--- config.mk ---
export PLATFORM = sky130hd
export DESIGN_NAME = layer_decode
export DESIGN_NICKNAME = d
export VERILOG_FILES = /design/src/rtl/bitstream_pkg.sv /design/src/rtl/bitstream_counter.sv /design/src/rtl/layer_decode.sv
export SDC_FILE = /design/constraint.sdc
export NUM_CORES = 1
export LEC_CHECK = 0
export CAP_MARGIN = 20
export CORE_MARGIN = 5
export CORE_UTILIZATION = 44
export DETAILED_ROUTE_END_ITERATION = 10
export PLACE_DENSITY = 0.76
export SLEW_MARGIN = 15
export SYNTH_ARGS = -nofsm -noshare
export SYNTH_HDL_FRONTEND = slang
export SYNTH_HIERARCHICAL = 1
export SYNTH_SLANG_ARGS = --single-unit
--- constraint.sdc ---
create_clock -name clk -period 1.9 [get_ports clk]
set_clock_uncertainty 0.2 [all_clocks]
set_input_delay 0.38 -clock clk [delete_from_list [all_inputs] [get_ports clk]]
set_output_delay 0.38 -clock clk [all_outputs]
set_load 0.05 [all_outputs]
--- src/rtl/bitstream_pkg.sv ---
// Shared types for the stochastic-bitstream layer decoder.
// Holds the FSM state encoding and the window-length helper.
package bitstream_pkg;

    typedef enum logic [1:0] {
        IDLE  = 2'd0,
        COUNT = 2'd1,
        DONE  = 2'd2
    } state_t;

    function automatic int window_len(input int log2);
        return 1 << log2;
    endfunction

endpackage

--- src/rtl/bitstream_counter.sv ---
// Per-channel ones counter for one decode window.
// Wide enough to reach N without wrapping.
module bitstream_counter
    import bitstream_pkg::*;
#(
    parameter int WINDOW_LOG2 = 8
) (
    input  logic                 clk,
    input  logic                 rst,
    input  logic                 clear,
    input  logic                 enable,
    input  logic                 bit_in,
    output logic [WINDOW_LOG2:0] count
);

    logic [WINDOW_LOG2:0] count_d;
    logic [WINDOW_LOG2:0] count_q;

    always_comb begin
        count_d = count_q;
        if (clear) begin
            count_d = '0;
        end else if (enable && bit_in) begin
            count_d = count_q + 1'b1;
        end
    end

    always_ff @(posedge clk or posedge rst) begin
        if (rst) begin
            count_q <= '0;
        end else begin
            count_q <= count_d;
        end
    end

    assign count = count_q;

endmodule

--- src/rtl/layer_decode.sv ---
// Decodes CHANNEL_COUNT stochastic bitstreams over a 2**WINDOW_LOG2 window.
// Define LAYER_DECODE_BIPOLAR_EN for bipolar results (2*count - N).
module layer_decode
    import bitstream_pkg::*;
#(
    parameter int CHANNEL_COUNT = 2,
    parameter int WINDOW_LOG2   = 8
) (
    input  logic                     clk,
    input  logic                     rst,
    input  logic [CHANNEL_COUNT-1:0] layer_output,
    input  logic                     start,
    input  logic                     result_ready,
    output int                       result_value [CHANNEL_COUNT-1:0],
    output logic                     result_valid,
    output logic                     busy
);

    localparam int CW = WINDOW_LOG2 + 1;
    localparam int N  = window_len(WINDOW_LOG2);
    localparam logic [WINDOW_LOG2-1:0] SAMPLE_LAST = '1;

    state_t                 state_d;
    state_t                 state_q;
    logic [WINDOW_LOG2-1:0] sample_d;
    logic [WINDOW_LOG2-1:0] sample_q;
    int                     result_d [CHANNEL_COUNT-1:0];
    int                     result_q [CHANNEL_COUNT-1:0];

    logic                   clear;
    logic                   counting;
    logic [CW-1:0]          count [CHANNEL_COUNT-1:0];
    logic [CW-1:0]          total [CHANNEL_COUNT-1:0];

    assign counting = (state_q == COUNT);

    for (genvar ch = 0; ch < CHANNEL_COUNT; ch++) begin : g_chan
        bitstream_counter #(
            .WINDOW_LOG2(WINDOW_LOG2)
        ) u_counter (
            .clk    (clk),
            .rst    (rst),
            .clear  (clear),
            .enable (counting),
            .bit_in (layer_output[ch]),
            .count  (count[ch])
        );
    end

    // The last sample is still in flight when DONE is entered, so fold it in here.
    always_comb begin
        for (int ch = 0; ch < CHANNEL_COUNT; ch++) begin
            total[ch] = count[ch] + CW'(layer_output[ch]);
        end
    end

    always_comb begin
        state_d  = state_q;
        sample_d = sample_q;
        result_d = result_q;
        clear    = 1'b0;
        unique case (state_q)
            IDLE: begin
                if (start) begin
                    state_d  = COUNT;
                    sample_d = '0;
                    clear    = 1'b1;
                end
            end
            COUNT: begin
                sample_d = sample_q + 1'b1;
                if (sample_q == SAMPLE_LAST) begin
                    state_d = DONE;
                    for (int ch = 0; ch < CHANNEL_COUNT; ch++) begin
`ifdef LAYER_DECODE_BIPOLAR_EN
                        result_d[ch] = (int'(32'(total[ch])) <<< 1) - N;
`else
                        result_d[ch] = int'(32'(total[ch]));
`endif
                    end
                end
            end
            DONE: begin
                if (result_ready) begin
                    if (start) begin
                        state_d  = COUNT;
                        sample_d = '0;
                        clear    = 1'b1;
                    end else begin
                        state_d = IDLE;
                    end
                end
            end
            default: begin
                state_d = IDLE;
            end
        endcase
    end

    always_ff @(posedge clk or posedge rst) begin
        if (rst) begin
            state_q  <= IDLE;
            sample_q <= '0;
            for (int ch = 0; ch < CHANNEL_COUNT; ch++) begin
                result_q[ch] <= 0;
            end
        end else begin
            state_q  <= state_d;
            sample_q <= sample_d;
            result_q <= result_d;
        end
    end

    assign result_value = result_q;
    assign result_valid = (state_q == DONE);
    assign busy         = counting;

endmodule

# Yosys cells after proc, flatten, opt, wreduce, memory -nomap -nowiden
# Index checks and enable logic that the tools add are counted.
# word_totals
rom_bits,0
mem_bits_rw,0
reg_bits,46
in_bits,6
memories,0
wordCells,41
latch_bits,0
# classes
n_addsub,5
n_div,0
n_mul,0
bitwise_logic,0
magnitude_cmp,0
n_mux,15
n_shift,0
n_reduce_logical,9
n_eq_ne,6
# op_table
cell,n
9-bit 2-to-1 mux,4
8-bit case mux with 3 select lines,1
9-bit by 1-bit adder with 9-bit output,2
"9-bit by 1-bit adder with 9-bit output, second input constant",2
8-bit 2-to-1 mux,2
"8-bit by 1-bit adder with 8-bit output, second input constant",1
"8-bit equality test, second input constant",1
2-bit 2-to-1 mux,3
"2-bit != test, second input constant",3
2-bit case mux with 3 select lines,1
2-bit AND reduction,2
2-bit nonzero test,2
1-bit 2-to-1 mux,3
3-bit AND reduction,1
3-bit nonzero test,1
"2-bit by 1-bit equality test with 1-bit output, second input constant",1
"2-bit equality test, second input constant",1
1-bit logical AND,2
2-bit zero test,1
1-bit case mux with 2 select lines,1

# Logic depth before layout (Yosys ltp)
# depth
ltp_word,4
depth_mapped,6
mapped_depth_nobuf,6

# By module
# Netlist, hierarchy kept.
# modules_own_cells
module,cells_per_inst,area_each_um2,n_inst,seq_area_each_um2
layer_decode,197,1876.8,1,700.7
bitstream_counter,47,441.7,2,225.2

# Least setup slack after synthesis
# Ideal clock, no wire load.
# synth_path
path_kind,register -> register
from,register state_q[1]
to,register g_chan[0].u_counter.count_q[5]
path_slack_ps,-918
stages_incl_launch_ff,6
setup_time_ps,78
required_time_ps,1622
synth_period_minus_slack_ps,2818
arrival_ps,2541
cell_sequence,dfrtp_1 > buf_6 > nor2b_1 > nand4_1 > or4_1 > a21oi_1
# synth_via
elab_chain_cells,3
# synth_rtl
element,line,text
from (decl),layer_decode.sv:24,state_t state_q;
from (signal assigned),layer_decode.sv:108,state_q <= state_d;
2-bit by 1-bit equality test with 1-bit output,layer_decode.sv:35,assign counting = (state_q == COUNT);
net busy,layer_decode.sv:16,output logic busy
1-bit logical AND,bitstream_counter.sv:23,end else if (enable && bit_in) begin
2-bit nonzero test (no source line),-,
to (signal assigned),bitstream_counter.sv:32,count_q <= count_d;
to (decl),bitstream_counter.sv:17,logic [WINDOW_LOG2:0] count_q;
# The timed path passes the listed nets, and every way through them passes these cells.
# A chain may end at the register's enable or synchronous reset.

# Worst setup path after layout
# layout_path
from,register state_q[1]
to,output port busy
# layout_via
elab_chain_cells,1
# layout_rtl
element,line
2-bit by 1-bit equality test with 1-bit output,layer_decode.sv:35
to (decl),layer_decode.sv:16
# No other way between the ends.

==> impl_metrics.csv <==
group,metric,value,unit
place,post_dp_hpwl,4260,microns
worst_setup_path,arrival_time_at_the_worst_endpoint,1290,ps
grt,wire_length_of_the_first_global_routing_pass,9342,microns
finish,multi_input_gate_area,1398,sq um
drt,drt_pass1_iterations,4,
drt,route.antenna.remaining_nets,0,
drt,routedWlPerCell,13.24,microns
drt,routed_wirelength,5746,microns
clock_network,cell_chosen_for_the_clock_root,"sky130_fd_sc_hd__clkbuf_8",
finish,area_delta_synth_final,22.17,%
synthesis,synth-edff-count,0,
floorplan,die_height,89.20,microns
sta,achievable-frequency,0.5349,GHz
grt,gr-usage-all-layers,14.79,%
floorplan,full_die_area,7957,sq um
sta,grt_setup_unrepaired,"true",
clock_network,tritoncts,"yes",
power,cellPowerDensity,817.4,nW/um^2
synthesis,avgSynthCellArea,9.485,sq um
clock_network,max-clock-path-buffers,2,
finish,drive_gt1_share,25.91,%
power,power.leakage,1.474,nW
worst_setup_path,startpoint_type,"flip-flop",
grt,antenna_found_initial,0,
sta,fin_worst_hold_slack,189.8,ps
clock_network,ctsHtreeMaxLevel,2,
worst_setup_path,endpoint_kind,"output pin",
clock_network,clkSinkCount,46,
drt,num_vias,2141,
floorplan,floorplan.io_pins,72,
worst_setup_path,crit_fanout,6,
synthesis,seq_area_frac_synth,41.70,%
clock_network,insertion_delay_to_the_later_sink_of_the_worst_skew_pair,290,ps
synthesis,yosys_most_used_dff,"sky130_fd_sc_hd__dfrtp_1",
synthesis,synth.lib_cells_used.distinct,37,
worst_setup_path,timing.critical_path.slowest_stage_cell,"sky130_fd_sc_hd__dfrtp_2",
finish,layout.cells.most_common,"sky130_fd_sc_hd__buf_4",
synthesis,async_reset_ff_share,100.0,%
drt,dr.first_iter.drc_count,182,
finish,final_core_utilization,55.96,%
clock_network,cts.clk_slew.worst_paths,80,ps
finish,seq_area,1152,sq um
sta,setup_viol,0,
worst_hold_path,hp-class,"input port to asynchronous set/reset pin",
clock_network,number_of_buffers_inserted_during_clock_tree_synthesis,5,
place,io_buffers,25,
floorplan,floorplan.initialDensity,45.81,%
floorplan,placementRows,28,
worst_setup_path,cp_cell_sequence,"nor2b_4, buf_4, buf_12",
grt,global_route.overflow_total,0,
sta,finalHoldViolations,0,
finish,most_used_cells_in_the_layout_excluding_fill_and_tap_cells,"56 x sky130_fd_sc_hd__buf_4, 46 x sky130_fd_sc_hd__conb_1, 45 x sky130_fd_sc_hd__dfrtp_1",
grt,vias_in_the_first_global_route,2045,
sta,period_share,98.40,%
grt,maximum_number_of_pins_on_one_net_before_global_route_repair,25,
drt,drc,0,
synthesis,synth_area,2760,sq um
power,ir_worst_vdd,0.6569,mV
sta,drv_slew,0,
finish,nNetsFinal,371,
power,final_total_pwr,2.756,mW
job,max_cap_violations,0,
synthesis,gate_count_post_synth,291,
drt,avgViaCountPerCell,4.933,
finish,fill_cells,547,
worst_setup_path,critical-path-top-delay-family,"flip-flops",
finish,antennaDiodeCount,0,
worst_setup_path,critical_path_class,"flip-flop to output pin",
sta,finalWorstPathRequiredPeriod,1870,ps
worst_setup_path,crit_path_max_incr_delay,440,ps
status,outcome,"finished, final reports clean",
sta,finalSetupTns,0,ps
worst_setup_path,worstPathRequired,1320,ps
synthesis,synth_warnings,6,
worst_setup_path,worst-path-buf-inv,2,
floorplan,floorplan.die.width,89.20,microns
synthesis,synth.ff_latch_count,46,
place,gp_congestion,0.8250,
floorplan,placeableCoreArea,6026,sq um
[worst register-to-register path, delay by kind of cell, from the launching register on]
| kind | cells | cell delay [ps] |
|---|---|---|
| simple gates | 2 | 460 |
| buf+inv | 1 | 180 |
| flops | 1 | 410 |
| mux | 1 | 330 |
| fa+ha+maj | 1 | 170 |
[timing repair]
action                     4_1_cts  5_1_grt
gates cloned                     0        0
pin swaps                        1        5
setup endpoints to repair        5       21
buffers inserted                 4       10
resized for setup                1       20
hold buffers                     0        0
[power by group]
part	internal (mW)	total, mW	switching, mW
clock	0.294	0.611	0.317
sequential	1.10	1.34	0.244
combinational	0.294	0.801	0.507
total	1.69	2.76	1.07
[flip-flops by register name (all words and copies together) (netlist names)]
signal,count
g_chan.u_counter/count,18
result_value,18
state_q,2
sample_q,8
[layer usage]
layer  up-vias  GRT usage [%]  part of all wire, %
li1       1044              -                    -
met1      1041          19.16                   42
met2        51          25.25                   52
met3         5          2.765                  4.6
met4         0          4.195                 0.84
met5         -              0                    0
[through the flow]
step / instance area [sq um] / setup slack, ps / std cells
2_1_floorplan: 2944 / -133.6 / 336
4_1_cts: 3226 / 5.436 / 426
6_report: 3372 / 30.35 / 434
5_1_grt: 3372 / -41.05 / 434
3_5_place_dp: 3103 / -170.7 / 414
3_3_place_gp: 3103 / -122.9 / 414
[synthesized netlist by cell type, drive strengths merged (3+ instances only)]
| library cell | instances | share of area, % |
|---|---|---|
| a211oi | 3 | 1.0 |
| a21oi | 28 | 5.1 |
| buf | 51 | 15 |
| dfrtp | 46 | 42 |
| ha | 7 | 3.2 |
| inv | 13 | 1.8 |
| mux2 | 5 | 2.0 |
| nand2 | 16 | 2.2 |
| nand3 | 14 | 2.5 |
| nand4 | 9 | 2.3 |
| nor2 | 28 | 3.8 |
| o21ai | 12 | 2.2 |
| o31ai | 6 | 1.6 |
| or3 | 6 | 1.5 |
| or4 | 6 | 1.6 |
| xnor2 | 16 | 5.1 |
| xor2 | 7 | 2.2 |
[cells by family after synthesis]
kind of cell,share of synthesized area (%)
and+or+nand+nor,17.13
buffers and inverters,16.91
AOI/OAI and AO/OA,11.60
DFF,41.70
xor gates and xnor gates,7.298
adders and majority gates,3.173
muxes,2.040
other,0.1359
[final timing paths]
path / end / cells after the start / start / slack, ps
setup / recovery: busy / 3 / state_q[1] / 30
hold / removal: result_value[39] / 2 / rst / 190
setup reg to reg: result_value[33] / 5 / sample_q[1] / 40
hold reg to reg: result_value[33] / 1 / result_value[33] / 320
max in group asynchronous: state_q[1] / 3 / rst / 920
min in group clk: result_value[33] / 1 / result_value[33] / 320
[area by class of cell]
cell class	instances	area share, %
sequential	46	34.17
timing repair buffer	68	17.44
clock buffer	7	2.560
multi-input combinational	224	41.45
inverter	13	1.447
tap	75	2.783
clock inverter	1	0.1484
No activity file was read; power rests on OpenSTA's default activity.
